==> config.mk <==
export PLATFORM = sky130hd
export DESIGN_NAME = sample_byte_packer
export DESIGN_NICKNAME = d
export VERILOG_FILES = /design/src/rtl/sample_byte_packer.sv
export SDC_FILE = /design/constraint.sdc
export NUM_CORES = 1
export LEC_CHECK = 0
export CAP_MARGIN = 15
export CELL_PAD_IN_SITES_DETAIL_PLACEMENT = 0
export CELL_PAD_IN_SITES_GLOBAL_PLACEMENT = 1
export CORE_MARGIN = 3
export CORE_UTILIZATION = 53
export CTS_CLUSTER_DIAMETER = 30
export CTS_CLUSTER_SIZE = 30
export DETAILED_ROUTE_END_ITERATION = 12
export PLACE_DENSITY_LB_ADDON = 0.1
export SKIP_LAST_GASP = 1
export SLEW_MARGIN = 0
export SYNTH_ARGS = -nofsm -noshare
export SYNTH_HDL_FRONTEND = slang
export SYNTH_SLANG_ARGS = --single-unit
==> constraint.sdc <==
create_clock -name clk -period 5.85 [get_ports clk]
set_clock_uncertainty 0.05 [all_clocks]
set_input_delay 0.8775 -clock clk [delete_from_list [all_inputs] [get_ports clk]]
set_output_delay 0.8775 -clock clk [all_outputs]
set_load 0.005 [all_outputs]
==> src/rtl/sample_byte_packer.sv <==
// sample_byte_packer
//   Buffers tagged samples {channel[5:0], data[9:0]} in a small circular FIFO
//   and serialises each one high byte first onto an 8-bit byte stream.
//   Samples whose ring (channel[5:3]) is masked off by ring_en are consumed
//   and counted, but never stored.
//
// Ports
//   clk, rst_n        clock (rising edge), asynchronous active-low reset
//   sample_valid/ready   input handshake; sample_ready is registered (!full)
//   channel, data     sample tag and value
//   ring_en           per-ring enable mask, quasi-static
//   byte_valid/ready  output handshake
//   byte_out          serialised byte; byte_last marks the low byte
//   fifo_count        samples currently buffered (excludes the one being sent)
//   drop_count        samples discarded by ring_en, saturating
//
// Handshake semantics (both sides): a transfer happens on a rising clk edge
// where valid and ready are both high. The source holds its payload stable and
// keeps valid asserted until that edge; ready may change freely.
//
// The output FSM state is the enum `state` (IDLE/HI/LO), readable
// hierarchically as a debug signal.
module sample_byte_packer #(
  parameter int NUM_BITS = 10,
  parameter int DEPTH    = 8
) (
  input  logic                     clk,
  input  logic                     rst_n,
  input  logic                     sample_valid,
  output logic                     sample_ready,
  input  logic [5:0]               channel,
  input  logic [NUM_BITS-1:0]      data,
  input  logic [7:0]               ring_en,
  output logic                     byte_valid,
  input  logic                     byte_ready,
  output logic [7:0]               byte_out,
  output logic                     byte_last,
  output logic [$clog2(DEPTH):0]   fifo_count,
  output logic [15:0]              drop_count
);

  localparam int PTR_W = $clog2(DEPTH);
  localparam int CNT_W = PTR_W + 1;
  localparam logic [CNT_W-1:0] FULL_CNT = CNT_W'(DEPTH);

  typedef enum logic [1:0] {
    ST_IDLE = 2'd0,
    ST_HI   = 2'd1,
    ST_LO   = 2'd2
  } state_t;

  state_t state, state_nxt;

  logic [15:0]      mem [DEPTH];
  logic [PTR_W-1:0] wr_ptr, rd_ptr;
  logic [15:0]      rd_word;
  logic [7:0]       lo_byte;      // low byte of the word currently being sent
  logic             ring_ok, accept, push, pop, fifo_empty;
  logic [CNT_W-1:0] count_nxt;
  logic             byte_valid_nxt, byte_last_nxt;
  logic [7:0]       byte_out_nxt;

  assign ring_ok    = ring_en[channel[5:3]];
  assign accept     = sample_valid && sample_ready;
  assign push       = accept && ring_ok;
  assign fifo_empty = (fifo_count == '0);
  assign rd_word    = mem[rd_ptr];

  // ---------------------------------------------------------------- FIFO
  always_ff @(posedge clk) begin
    if (push) mem[wr_ptr] <= {channel, data};
  end

  always_comb begin
    count_nxt = fifo_count;
    if (push && !pop)      count_nxt = fifo_count + CNT_W'(1);
    else if (!push && pop) count_nxt = fifo_count - CNT_W'(1);
  end

  // Pop is decided from the registered count, so a word pushed into an empty
  // FIFO only becomes visible to the FSM on the following cycle.
  // sample_ready follows the next count, so a pop while full reopens ready
  // only after the edge that performed it.
  always_ff @(posedge clk or negedge rst_n) begin
    if (!rst_n) begin
      wr_ptr       <= '0;
      rd_ptr       <= '0;
      fifo_count   <= '0;
      sample_ready <= 1'b0;
    end else begin
      if (push) wr_ptr <= wr_ptr + PTR_W'(1);
      if (pop)  rd_ptr <= rd_ptr + PTR_W'(1);
      fifo_count   <= count_nxt;
      sample_ready <= (count_nxt != FULL_CNT);
    end
  end

  always_ff @(posedge clk or negedge rst_n) begin
    if (!rst_n) begin
      drop_count <= '0;
    end else if (accept && !ring_ok && (drop_count != 16'hFFFF)) begin
      drop_count <= drop_count + 16'd1;
    end
  end

  // ---------------------------------------------------------------- FSM
  always_ff @(posedge clk or negedge rst_n) begin
    if (!rst_n) state <= ST_IDLE;
    else        state <= state_nxt;
  end

  always_comb begin
    state_nxt = state;
    pop       = 1'b0;
    case (state)
      ST_IDLE: begin
        if (!fifo_empty) begin
          pop       = 1'b1;
          state_nxt = ST_HI;
        end
      end
      ST_HI: begin
        if (byte_ready) state_nxt = ST_LO;
      end
      ST_LO: begin
        if (byte_ready) begin
          // Chain straight into the next sample to avoid a bubble.
          if (!fifo_empty) begin
            pop       = 1'b1;
            state_nxt = ST_HI;
          end else begin
            state_nxt = ST_IDLE;
          end
        end
      end
      default: state_nxt = ST_IDLE;
    endcase
  end

  always_comb begin
    byte_valid_nxt = byte_valid;
    byte_out_nxt   = byte_out;
    byte_last_nxt  = byte_last;
    if (pop) begin
      byte_valid_nxt = 1'b1;
      byte_out_nxt   = rd_word[15:8];
      byte_last_nxt  = 1'b0;
    end else if ((state == ST_HI) && byte_ready) begin
      byte_out_nxt   = lo_byte;
      byte_last_nxt  = 1'b1;
    end else if ((state == ST_LO) && byte_ready) begin
      byte_valid_nxt = 1'b0;
      byte_last_nxt  = 1'b0;
    end
  end

  always_ff @(posedge clk or negedge rst_n) begin
    if (!rst_n) begin
      byte_valid <= 1'b0;
      byte_out   <= '0;
      byte_last  <= 1'b0;
      lo_byte    <= '0;
    end else begin
      byte_valid <= byte_valid_nxt;
      byte_out   <= byte_out_nxt;
      byte_last  <= byte_last_nxt;
      if (pop) lo_byte <= rd_word[7:0];
    end
  end

endmodule
# Yosys cells after proc, flatten, opt, wreduce, memory -nomap -nowiden
# Memories as Yosys holds them, arrays and structs flattened.
# Cells that the tools add are included.
[classes]
n_reduce_logical = 18
magnitude_cmp = 1
n_mux = 21
add_sub_neg = 5
n_eq_ne = 8
[op_table]
columns = ["op", "count"]
rows = [
  ["$add 16x1->16 const B", 1],
  ["$mux 8", 2],
  ["$ne 16x16->1 const B", 1],
  ["$mux 1", 11],
  ["$logic_and 1x1->1", 8],
  ["$mux 4", 2],
  ["$ne 2x2->1 const B", 4],
  ["$add 3x1->3 const B", 2],
  ["$mux 2", 3],
  ["$pmux 2 s3", 1],
  ["$add 4x1->4 const B", 1],
  ["$logic_not 4->1", 1],
  ["$lt 3x4->1 const B", 1],
  ["$ne 4x4->1 const B", 1],
  ["$reduce_bool 2->1", 2],
  ["$sub 4x1->4 const B", 1],
  ["$bmux 1 s3", 1],
  ["$logic_not 1->1", 3],
  ["$reduce_and 3->1", 1],
  ["$reduce_bool 3->1", 1],
  ["$eq 2x1->1 const B", 1],
  ["$eq 2x2->1 const B", 1],
  ["$logic_not 2->1", 1],
  ["$pmux 1 s2", 1],
  ["$reduce_and 2->1", 1],
]
[totals]
regBits = 47
input_bits = 28
ramBits = 128
out_inout_bits = 31
elab_cells = 64
memories = 1
[mem_list]
columns = ["memory", "depth", "width", "read_ports", "rd_ports_with_merged_regs", "wr", "line_no", "text"]
rows = [
  ["mem", 8, 16, 1, 0, 1, "54", "logic [15:0] mem [DEPTH];"],
]

# Longest topological paths before layout
# Gate-level depths: netlist of run 1.
[logic_depth]
word_depth = 8
ltp_mapped = 9

# Worst setup path before layout of run 1
# No wires, ideal clock.
[synth_path]
kind = "input -> register"
startpoint = "input port channel[3]"
endpoint = "memory mem[0][0], enable pin"
required_ns = 5.370
arrival_ns = 3.111
setup_slack_ns = 2.259
path_buffers = 0
setup_ns = 0.430
path_stages = 4
path_cell_list = "mux2_2 o22a_2 nand3_2 nor4_1"
[synth_via]
elab_chain_len = 5
[synth_rtl]
columns = ["element", "line_no", "text"]
rows = [
  ["start, declared", "31", "input logic [5:0] channel,"],
  ["$bmux 1 s3", "63", "assign ring_ok = ring_en[channel[5:3]];"],
  ["$mux 1 (implied by the code)", "63", ""],
  ["$logic_and 1x1->1", "65", "assign push = accept && ring_ok;"],
  ["$mux 1", "71", "if (push) mem[wr_ptr] <= {channel, data};"],
  ["$mux 1 (implied by the code)", "71", ""],
  ["end, declared", "54", ""],
]
# Every way passes these cells. The select of a mux whose other input is x is not followed.

# Worst setup path in the final report of run 1
[layout_path]
startpoint = "input port channel[3]"
endpoint = "memory mem[1][0], enable pin"
# The elaborated chain is that of the path after synthesis.

==> results.tsv, run 1 <==
stage	metric	value	unit
die	rows	42	
worst_setup_path	cp.arrival	3.46	ns
timing	worst_pin_slew	1.12	ns
layout	drive_above_1_share	22.1	%
timing	hold_viol	0	
clocking	path_clk_slew	0.06	ns
synthesis	synth_most_common_cell	edfxtp_1	
outcome	status	complete, no violations	
global_route	grt_pass1_wl	22.5	mm
layout	final_util	65.0	%
synthesis	synth_common_cells	edfxtp_1 (128), dfrtp_1 (47), mux4_2 (32), nand2_1 (22), mux2i_1 (17)	
worst_setup_path	crit_fanout	16	
die	chipWidth	124	um
drt	drc	0	
worst_setup_path	critPathRequiredTime	5.85	ns
hold_path	worstHoldPathCells	1	
timing	fin_crit_sh	59.2	%
pwr	vdd_drop_max	0.278	mV
die	io_pins	59	
clocking	htree_levels	4	
worst_setup_path	crit_type	in2reg	
drt	wl	14.2	mm
global_route	antenna_found_initial	0	
hold_path	hold_class	reg2reg	
layout	final_area	8720	um^2
worst_setup_path	slowest_delay	0.87	ns
drt	vias	3973	
global_route	grt_max_degree	48	
placed_design	dp_hpwl	8.69	mm
worst_setup_path	crit_path_top_delay_cell	and4_1	
clocking	insertion_delay	0.43	ns
drt	drt_iter0_drc	324	
worst_setup_path	reg2reg_slack	3.22	ns
clocking	tritoncts	built	
clocking	clock_tree.root_cell	clkbuf_16	
worst_setup_path	r2r-end	byte_out[2]$_DFFE_PN0P_	
drt	drtAntennaViolNets	0	
worst_setup_path	r2r_start	fifo_count[1]$_DFF_PN0_	
hold_path	hold_start	byte_out[3]$_DFFE_PN0P_	
layout	syn2layout_area_growth	18.7	%
synthesis	syn_nets	457	
die	die_area	15300	um^2
layout	diodes	0	
timing	layout_min_cycle_time	3.46	ns
flow_run	drv_cap	0	
timing	clock.fmax	289	MHz
layout	nNetsFinal	522	
placed_design	place_area	8130	um^2
synthesis	postSynthAreaPerCell	17.3	um^2
placed_design	post-place-cells	646	
die	die_h	124	um
timing	drv_slew	0	
worst_setup_path	path_cells	clkdlybuf4s50_1 -> mux2_2 -> o22ai_4 -> nor3_2 -> and4_1	
clocking	numCtsBuffers	17	
worst_setup_path	cp-end-kind	register	
synthesis	syn_inst	424	
drt	wl_per_cell	20.9	um
hold_path	hold-path-endpoint	byte_out[3]$_DFFE_PN0P_	
synthesis	async_flop_share	26.9	%
worst_setup_path	crit_start	channel[3]	
synthesis	ys.warnings.count	0	
synthesis	seq_area_frac_synth	68.4	%
global_route	grt_pass1_vias	4112	
global_route	grt_use_total	20.1	%
clocking	hold_buffers	0	
timing	slew_headroom	25.6	%
layout	stdcell_count	678	
die	start_util	54.8	%
clocking	postCtsSetupBuffers	0	
timing	rsz0062_at_grt	false	
synthesis	syn-cell-area	7340	um^2
clocking	cts_buffer_depth	2	
global_route	gr-total-overflow	0	
drt	dr.pass1.iters	4	
synthesis	synth.top_cell.area_share	52.4	%
synthesis	yosys_most_used_dff	edfxtp_1	
drt	via_per_inst	5.86	
synthesis	synthTopCellsByArea	edfxtp_1 (52%), dfrtp_1 (16%), mux4_2 (9.8%)	
clocking	cts_num_sinks	175	
pwr	total_power	4.08	mW
worst_setup_path	r2r_cells	8	
placed_design	portBuffers	58	
worst_setup_path	critPathLaunchType	input port	
synthesis	synth-seq-cells	175	
synthesis	synth_edf_count	128	
placed_design	gp_congestion	0.842	
pwr	power-per-cell-area	468	nW/um^2
pwr	p_leak	3.11	nW
synthesis	synth_top_area_cell	edfxtp_1	
timing	setup_viol	0	
die	core-area	13400	um^2
synthesis	yosys.cell_types.count	50	
clocking	cts-resized-gates	0	
timing	fin_setup_tns	0	ns
[registers in the layout (all words and copies together) (netlist names)]
name / flops
wr_ptr: 3
mem: 128
rd_ptr: 3
lo_byte: 8
sample_ready: 1
byte_out: 8
fifo_count: 4
state: 2
byte_last: 1
drop_count: 16
byte_valid: 1
[per-layer routing]
layer / GRT usage (%) / wire length (um) / part of all wire (%) / up-vias
li1: - / - / - / 1805
met1: 28.8 / 6360 / 45 / 2062
met2: 31.3 / 6960 / 49 / 91
met3: 4.04 / 664 / 4.7 / 15
met4: 6.64 / 182 / 1.3 / 0
met5: 0 / 0 / 0 / -
[placed cells by master, fill, tap and decap left out, types with 4 or more instances in the layout]
| master | count |
|---|---|
| a211oi_1 | 8 |
| a21o_1 | 8 |
| a21oi_1 | 10 |
| and4_1 | 6 |
| buf_4 | 8 |
| clkbuf_16 | 17 |
| clkdlybuf4s50_1 | 57 |
| clkinv_4 | 4 |
| dfrtp_1 | 45 |
| edfxtp_1 | 128 |
| ha_1 | 5 |
| inv_1 | 9 |
| mux2i_1 | 17 |
| mux4_2 | 32 |
| nand2_1 | 22 |
| nand3_1 | 4 |
| nand4_1 | 8 |
| nor2_1 | 10 |
| nor3_2 | 11 |
| nor4_2 | 5 |
| o21ai_0 | 4 |
| xnor2_1 | 7 |
| xor2_1 | 14 |
[critical path, delay by kind of cell]
family	cells	cell delay (ns)
mux	1	0.30
buf+inv	1	0.79
compound gates	1	0.10
simple gates	2	1.37
[logic make-up after synthesis]
logic type / synth area share (%)
AOI/OAI and AO/OA: 5.05
adders and majority gates: 0.852
buffers and inverters: 2.08
and+or+nand+nor: 8.13
DFF: 68.4
muxes: 13.0
xor gates and xnor gates: 2.51
[how the worst max path moves through the flow]
stage / slack (ns) / depth (start not counted) / to
2_1_floorplan: 2.26 / 4 / mem[0][0]$_DFFE_PP_
3_3_place_gp: 2.06 / 5 / mem[5][3]$_DFFE_PP_
3_5_place_dp: 1.97 / 5 / mem[1][5]$_DFFE_PP_
4_1_cts: 2.37 / 5 / mem[1][13]$_DFFE_PP_
5_1_grt: 2.25 / 5 / mem[5][3]$_DFFE_PP_
6_report: 2.39 / 5 / mem[1][0]$_DFFE_PP_
[stage by stage]
step                hold slack, ns  setup WS, ns
floorplan                    0.424          2.26
CTS                          0.430          2.37
global route                 0.455          2.25
detailed placement           0.416          1.97
finish                       0.428          2.39
global placement             0.409          2.06
[power breakdown]
group          internal (mW)  switching [mW]
Sequential              1.56           0.246
Clock                  0.636           0.475
Combinational          0.610           0.553
Total                   2.80            1.27
[area by class of cell]
type                       count  area [um^2]
inverter                       9         33.8
fill                         926         4680
multi-input combinational    220         2220
clock inverter                14          156
timing repair buffer          66          636
tap                          176          220
sequential                   175         5020
clock buffer                  18          429
Note: power is estimated with default switching activity, not from simulation.
==> inputs of run 2 (changes only) <==
--- a/config.mk
+++ b/config.mk
@@ -9,7 +9,7 @@
 export CELL_PAD_IN_SITES_DETAIL_PLACEMENT = 0
 export CELL_PAD_IN_SITES_GLOBAL_PLACEMENT = 1
 export CORE_MARGIN = 3
-export CORE_UTILIZATION = 53
+export CORE_UTILIZATION = 45
 export CTS_CLUSTER_DIAMETER = 30
 export CTS_CLUSTER_SIZE = 30
 export DETAILED_ROUTE_END_ITERATION = 12
==> constraint.sdc (replaced) <==
create_clock -name clk -period 2.9 [get_ports clk]
set_clock_uncertainty 0.05 [all_clocks]
set_input_delay 0.435 -clock clk [delete_from_list [all_inputs] [get_ports clk]]
set_output_delay 0.435 -clock clk [all_outputs]
set_load 0.005 [all_outputs]
==> results.tsv, run 2 (synthesis results as in run 1) <==
stage	metric	value	unit	change
placed_design	gp_congestion	0.808		-4.0%
global_route	gr-total-overflow	0		unchanged
clocking	cts-resized-gates	0		unchanged
pwr	p_leak	3.21	nW	+3.3%
layout	top_regs	mem: 128 flops, drop_count: 16 flops		
hold_path	worstHoldPathCells	1		unchanged
pwr	vdd_drop_max	0.475	mV	+71%
pwr	power-per-cell-area	935	nW/um^2	+100%
drt	vias	3989		+0.40%
die	start_util	46.0	%	-8.7 points
timing	layout_min_cycle_time	2.29	ns	
worst_setup_path	cp_num_cells	6		+1
drt	dr.pass1.iters	6		+2
clocking	clock_tree.root_cell	clkbuf_16		
placed_design	pre_cts_ws	0.176	ns	-1.79 ns
placed_design	dp_hpwl	10.3	mm	+19%
clocking	tritoncts	built		
layout	diodes	0		unchanged
drt	wl	14.8	mm	+4.5%
drt	wl_per_cell	20.0	um	-4.3%
timing	clock.fmax	438	MHz	
die	die_h	134	um	+8.1%
global_route	antenna_found_initial	0		unchanged
worst_setup_path	critPathLaunchType	input port		
timing	drv_slew	0		unchanged
clocking	path_clk_slew	0.06	ns	about the same
clocking	numCtsBuffers	17		unchanged
timing	hold_viol	0		unchanged
worst_setup_path	cp_num_buf_inv	2		+1
worst_setup_path	r2r_cells	7		-1
layout	final_util	56.1	%	-8.9 points
clocking	hold_buffers	1		+1
pwr	total_power	8.37	mW	+110%
die	io_pins	59		unchanged
drt	drtAntennaViolNets	0		unchanged
layout	largest-register	mem		
global_route	grt_pass1_wl	23.6	mm	+4.8%
die	die_area	17900	um^2	+17%
timing	worst_pin_slew	0.786	ns	-0.329 ns
worst_setup_path	critPathRequiredTime	2.95	ns	-2.90 ns
worst_setup_path	slowest_delay	0.61	ns	-0.26 ns
worst_setup_path	crit_type	in2reg		
timing	rsz0062_at_grt	false		
worst_setup_path	cp.arrival	2.33	ns	-1.13 ns
layout	nNetsFinal	544		+4.2%
clocking	postCtsSetupBuffers	0		unchanged
global_route	grt_use_total	17.7	%	-2.4 points
global_route	grt_max_degree	29		-40%
die	core-area	15900	um^2	+19%
worst_setup_path	cp-end-kind	register		
die	rows	46		+9.5%
clocking	insertion_delay	0.42	ns	about the same
flow_run	drv_cap	0		unchanged
timing	slew_headroom	47.6	%	+22 points
layout	syn2layout_area_growth	21.8	%	
drt	drc	0		unchanged
worst_setup_path	path_cells	clkdlybuf4s50_1 -> mux2_2 -> o22a_2 -> nand3_2 -> nor4_2 -> buf_4		
clocking	cts_buffer_depth	2		unchanged
global_route	grt_pass1_vias	4042		-1.7%
timing	setup_ws	0.615	ns	-1.77 ns
drt	via_per_inst	5.39		-8.0%
layout	layout_commonest_cell	edfxtp_1		
timing	fin_crit_sh	78.8	%	
die	chipWidth	134	um	+8.1%
layout	largest_reg_flops	128		unchanged
layout	mostFrequentLayoutCells	edfxtp_1 (128), clkdlybuf4s50_1 (57), dfrtp_1 (46), mux4_2 (32), buf_4 (27)		
timing	fin_setup_tns	0	ns	unchanged
hold_path	hold_class	reg2reg		
layout	drive_above_1_share	24.8	%	+2.7 points
timing	setup_viol	0		unchanged
worst_setup_path	crit_fanout	16		unchanged
clocking	htree_levels	4		unchanged
clocking	cts_num_sinks	175		unchanged
outcome	status	complete, no violations		
worst_setup_path	crit_family	buffers and inverters		
placed_design	portBuffers	58		unchanged
drt	drt_iter0_drc	294		-9.3%
worst_setup_path	crit_path_top_delay_cell	clkdlybuf4s50_1		
==> run 2: through the flow <==
step,cell area [um^2],hold WS [ns],cells
3_3_place_gp,8350,0.411,707
6_report,8940,0.427,740
5_1_grt,8940,0.439,740
3_5_place_dp,8350,0.417,707
4_1_cts,8940,0.433,740
2_1_floorplan,7340,0.0894,424
==> run 2: area by class of cell <==
cell class                 count  area, um^2
tap                          216         270
timing repair buffer          88         828
clock buffer                  20         447
sequential                   175        5020
multi-input combinational    220        2210
fill                        1274        7000
clock inverter                12         135
inverter                       9        33.8
==> run 2: where the power goes <==
group | total [mW] | internal [mW] | switching, mW
Sequential | 3.55 | 3.14 | 0.409
Clock | 2.22 | 1.30 | 0.920
Combinational | 2.60 | 1.34 | 1.26
==> run 2: worst reg2reg max path, cell delays in order (launching register included) <==
cell and delay [ns]:
dfrtp_1 0.45, inv_1 0.10, ha_1 0.17, or3b_1 0.42, nand3_2 0.22, a21oi_1 0.12, a2111oi_2 0.41, o211ai_1 0.14
==> run 2: per-layer routing <==
layer	vias to the layer above	share of wire (%)	global-route usage, %
met5	-	0	0
met4	0	0.70	4.29
met3	8	3.0	4.04
met2	70	48	26.4
met1	2058	48	26.7
li1	1853	-	-
==> run 2: worst paths after layout <==
path | slack (ns) | end | from
setup / recovery | 0.61 | mem[4][6]$_DFFE_PP_ | channel[3]
hold / removal | 0.43 | byte_out[6]$_DFFE_PN0P_ | byte_out[6]$_DFFE_PN0P_
hold reg to reg | 0.43 | byte_out[6]$_DFFE_PN0P_ | byte_out[6]$_DFFE_PN0P_
max in group asynchronous | 1.62 | rd_ptr[2]$_DFFE_PN0N_ | rst_n
min in group asynchronous | 0.52 | byte_out[6]$_DFFE_PN0P_ | rst_n
setup reg to reg | 0.69 | sample_ready$_DFF_PN0_ | fifo_count[1]$_DFF_PN0_
==> inputs of run 3 (changes only) <==
==> constraint.sdc (replaced) <==
create_clock -name clk -period 2.07 [get_ports clk]
set_clock_uncertainty 0.05 [all_clocks]
set_input_delay 0.3105 -clock clk [delete_from_list [all_inputs] [get_ports clk]]
set_output_delay 0.3105 -clock clk [all_outputs]
set_load 0.005 [all_outputs]
==> results.tsv, run 3 (synthesis results as in run 1) <==
stage	metric	value	unit	change
layout	n_fill_cell	1256		-1.4%
worst_setup_path	crit_fanout	9		-7
layout	final_util	58.9	%	+2.8 points
die	rows	46		unchanged
timing	setup_viol	0		unchanged
clocking	path_clk_slew	0.07	ns	about the same
drt	vias	4113		+3.1%
worst_setup_path	r2r_start	fifo_count[0]$_DFF_PN0_		
hold_path	worstHoldPathCells	2		+1
die	core-area	15900	um^2	unchanged
worst_setup_path	crit_type	in2reg		
timing	fin_setup_tns	0	ns	unchanged
pwr	clockPowerShare	25.5	%	-1.0 points
worst_setup_path	cp.arrival	2.07	ns	-0.26 ns
drt	drtAntennaViolNets	0		unchanged
clocking	tritoncts	built		
worst_setup_path	path_cells	clkdlybuf4s50_1 -> nand2b_1 -> o22a_2 -> nand3_2 -> buf_12 -> nor3_4 -> buf_4		
flow_run	drv_cap	0		unchanged
worst_setup_path	crit_family	buffers and inverters		
placed_design	place_area	8710	um^2	+4.3%
layout	final_area	9390	um^2	+4.9%
worst_setup_path	slowest_delay	0.59	ns	-0.02 ns
timing	layout_min_cycle_time	2.00	ns	
layout	multi_input_comb_area	2310	um^2	+4.5%
worst_setup_path	crit_start	channel[5]		
hold_path	hold_start	channel[4]		
pwr	power-per-cell-area	1310	nW/um^2	+40%
layout	nNetsFinal	570		+4.8%
layout	largest-register	mem		
clocking	insertion_delay	0.42	ns	about the same
worst_setup_path	crit_path_top_delay_cell	clkdlybuf4s50_1		
outcome	status	complete, no violations		
worst_setup_path	r2r-end	sample_ready$_DFF_PN0_		
placed_design	dp_hpwl	10.2	mm	-0.78%
layout	syn2layout_area_growth	27.9	%	
layout	layout_commonest_cell	edfxtp_1		
timing	hold_viol	0		unchanged
drt	dr.pass1.iters	4		-2
global_route	grt_use_total	18.3	%	+0.67 points
clocking	cts_num_sinks	175		unchanged
worst_setup_path	reg2reg_slack	0.08	ns	-0.61 ns
timing	slew_headroom	59.3	%	+12 points
hold_path	hold_class	in2reg		
global_route	grt_pass1_vias	4349		+7.6%
worst_setup_path	cp-end-kind	register		
worst_setup_path	critPathRequiredTime	2.14	ns	-0.81 ns
die	die_area	17900	um^2	unchanged
global_route	grt_pass1_wl	24.8	mm	+4.9%
pwr	p_int	8.42	mW	+46%
pwr	total_power	12.3	mW	+47%
layout	top_regs	mem: 128 flops, drop_count: 16 flops		
die	start_util	46.0	%	unchanged
drt	via_per_inst	5.37		-0.39%
layout	drive_above_1_share	30.2	%	+5.4 points
timing	clock.fmax	500	MHz	
pwr	p_seq_share	39.1	%	-3.3 points
layout	mostFrequentLayoutCells	edfxtp_1 (128), clkdlybuf4s50_1 (55), dfrtp_1 (46), buf_4 (42), mux4_2 (32)		
layout	largest_reg_flops	128		unchanged
clocking	clock_tree.root_cell	clkbuf_16		
pwr	vdd_drop_max	0.670	mV	+41%
die	die_h	134	um	unchanged
placed_design	portBuffers	58		unchanged
worst_setup_path	critPathLaunchType	input port		
pwr	p_leak	3.42	nW	+6.7%
drt	wl_per_cell	19.9	um	-0.49%
die	chipWidth	134	um	unchanged
hold_path	hold-path-endpoint	mem[3][14]$_DFFE_PP_		
global_route	antenna_found_initial	0		unchanged
pwr	p_comb_share	35.3	%	+4.2 points
timing	fin_crit_sh	96.6	%	
global_route	grt_max_degree	35		+21%
placed_design	gp_congestion	0.776		-4.0%
timing	drv_slew	0		unchanged
clocking	numCtsBuffers	17		unchanged
drt	wl	15.2	mm	+3.0%
timing	worst_pin_slew	0.611	ns	-0.175 ns
clocking	htree_levels	4		unchanged
pwr	switching_share	31.8	%	+0.76 points
drt	drt_iter0_drc	287		-2.4%
pwr	p_switching	3.92	mW	+51%
layout	seq_area	5020	um^2	unchanged
clocking	cts_buffer_depth	2		unchanged
worst_setup_path	r2r_cells	7		unchanged
timing	rsz0062_at_grt	true		
layout	diodes	0		unchanged
timing	fin_hold_ws	0.367	ns	-0.0606 ns
drt	drc	0		unchanged
worst_setup_path	cp_num_buf_inv	3		+1
die	io_pins	59		unchanged
global_route	gr-total-overflow	0		unchanged
-- run 3: worst max path at each step --
stage	end	slack, ns	depth (start not counted)
after detailed placement	mem[7][5]$_DFFE_PP_	-0.51	7
final	mem[7][5]$_DFFE_PP_	0.07	7
after floorplan	mem[0][0]$_DFFE_PP_	-0.34	4
after global routing	sample_ready$_DFF_PN0_	-0.02	7
after CTS	sample_ready$_DFF_PN0_	0.002	7
after global placement	mem[7][6]$_DFFE_PP_	-0.45	7
-- run 3: power by group through the flow --
stage	logic [mW]	clock network (mW)	registers [mW]
2_1_floorplan	2.52	0	4.75
3_3_place_gp	4.28	0	4.87
3_5_place_dp	4.30	0	4.89
4_1_cts	4.32	3.21	4.82
5_1_grt	4.76	3.38	4.91
6_report	4.36	3.15	4.83
-- run 3: what timing repair did --
action	4_1_cts	5_1_grt
endpoints found under the setup margin	16	137
endpoints found under the hold margin	19	0
cloned	0	0
pin swaps	0	2
setup buffers	0	1
gates resized for setup	1	15
hold buffers	1	0
-- run 3: cell type report --
| class | instances | area share, % |
|---|---|---|
| Timing Repair Buffer | 114 | 12.4 |
| Clock buffer | 18 | 4.68 |
| Clock inverter | 14 | 1.57 |
| Sequential cell | 175 | 53.5 |
| Tap cell | 216 | 2.88 |
| Inverter | 9 | 0.360 |
| Multi-Input combinational cell | 220 | 24.6 |
-- run 3: stage by stage --
stage,std cells,worst slack (ns)
after global placement,732,-0.454
after global routing,766,-0.0231
after CTS,765,0.00212
final,766,0.0712
after detailed placement,732,-0.514
after floorplan,424,-0.339
-- run 3: layer usage --
metal / GRT usage, % / up-vias / share of wire, %
met1: 27.0 / 2119 / 47
met3: 3.36 / 12 / 2.6
met5: 0 / - / 0
met4: 5.14 / 0 / 1.1
li1: - / 1910 / -
met2: 28.4 / 72 / 49
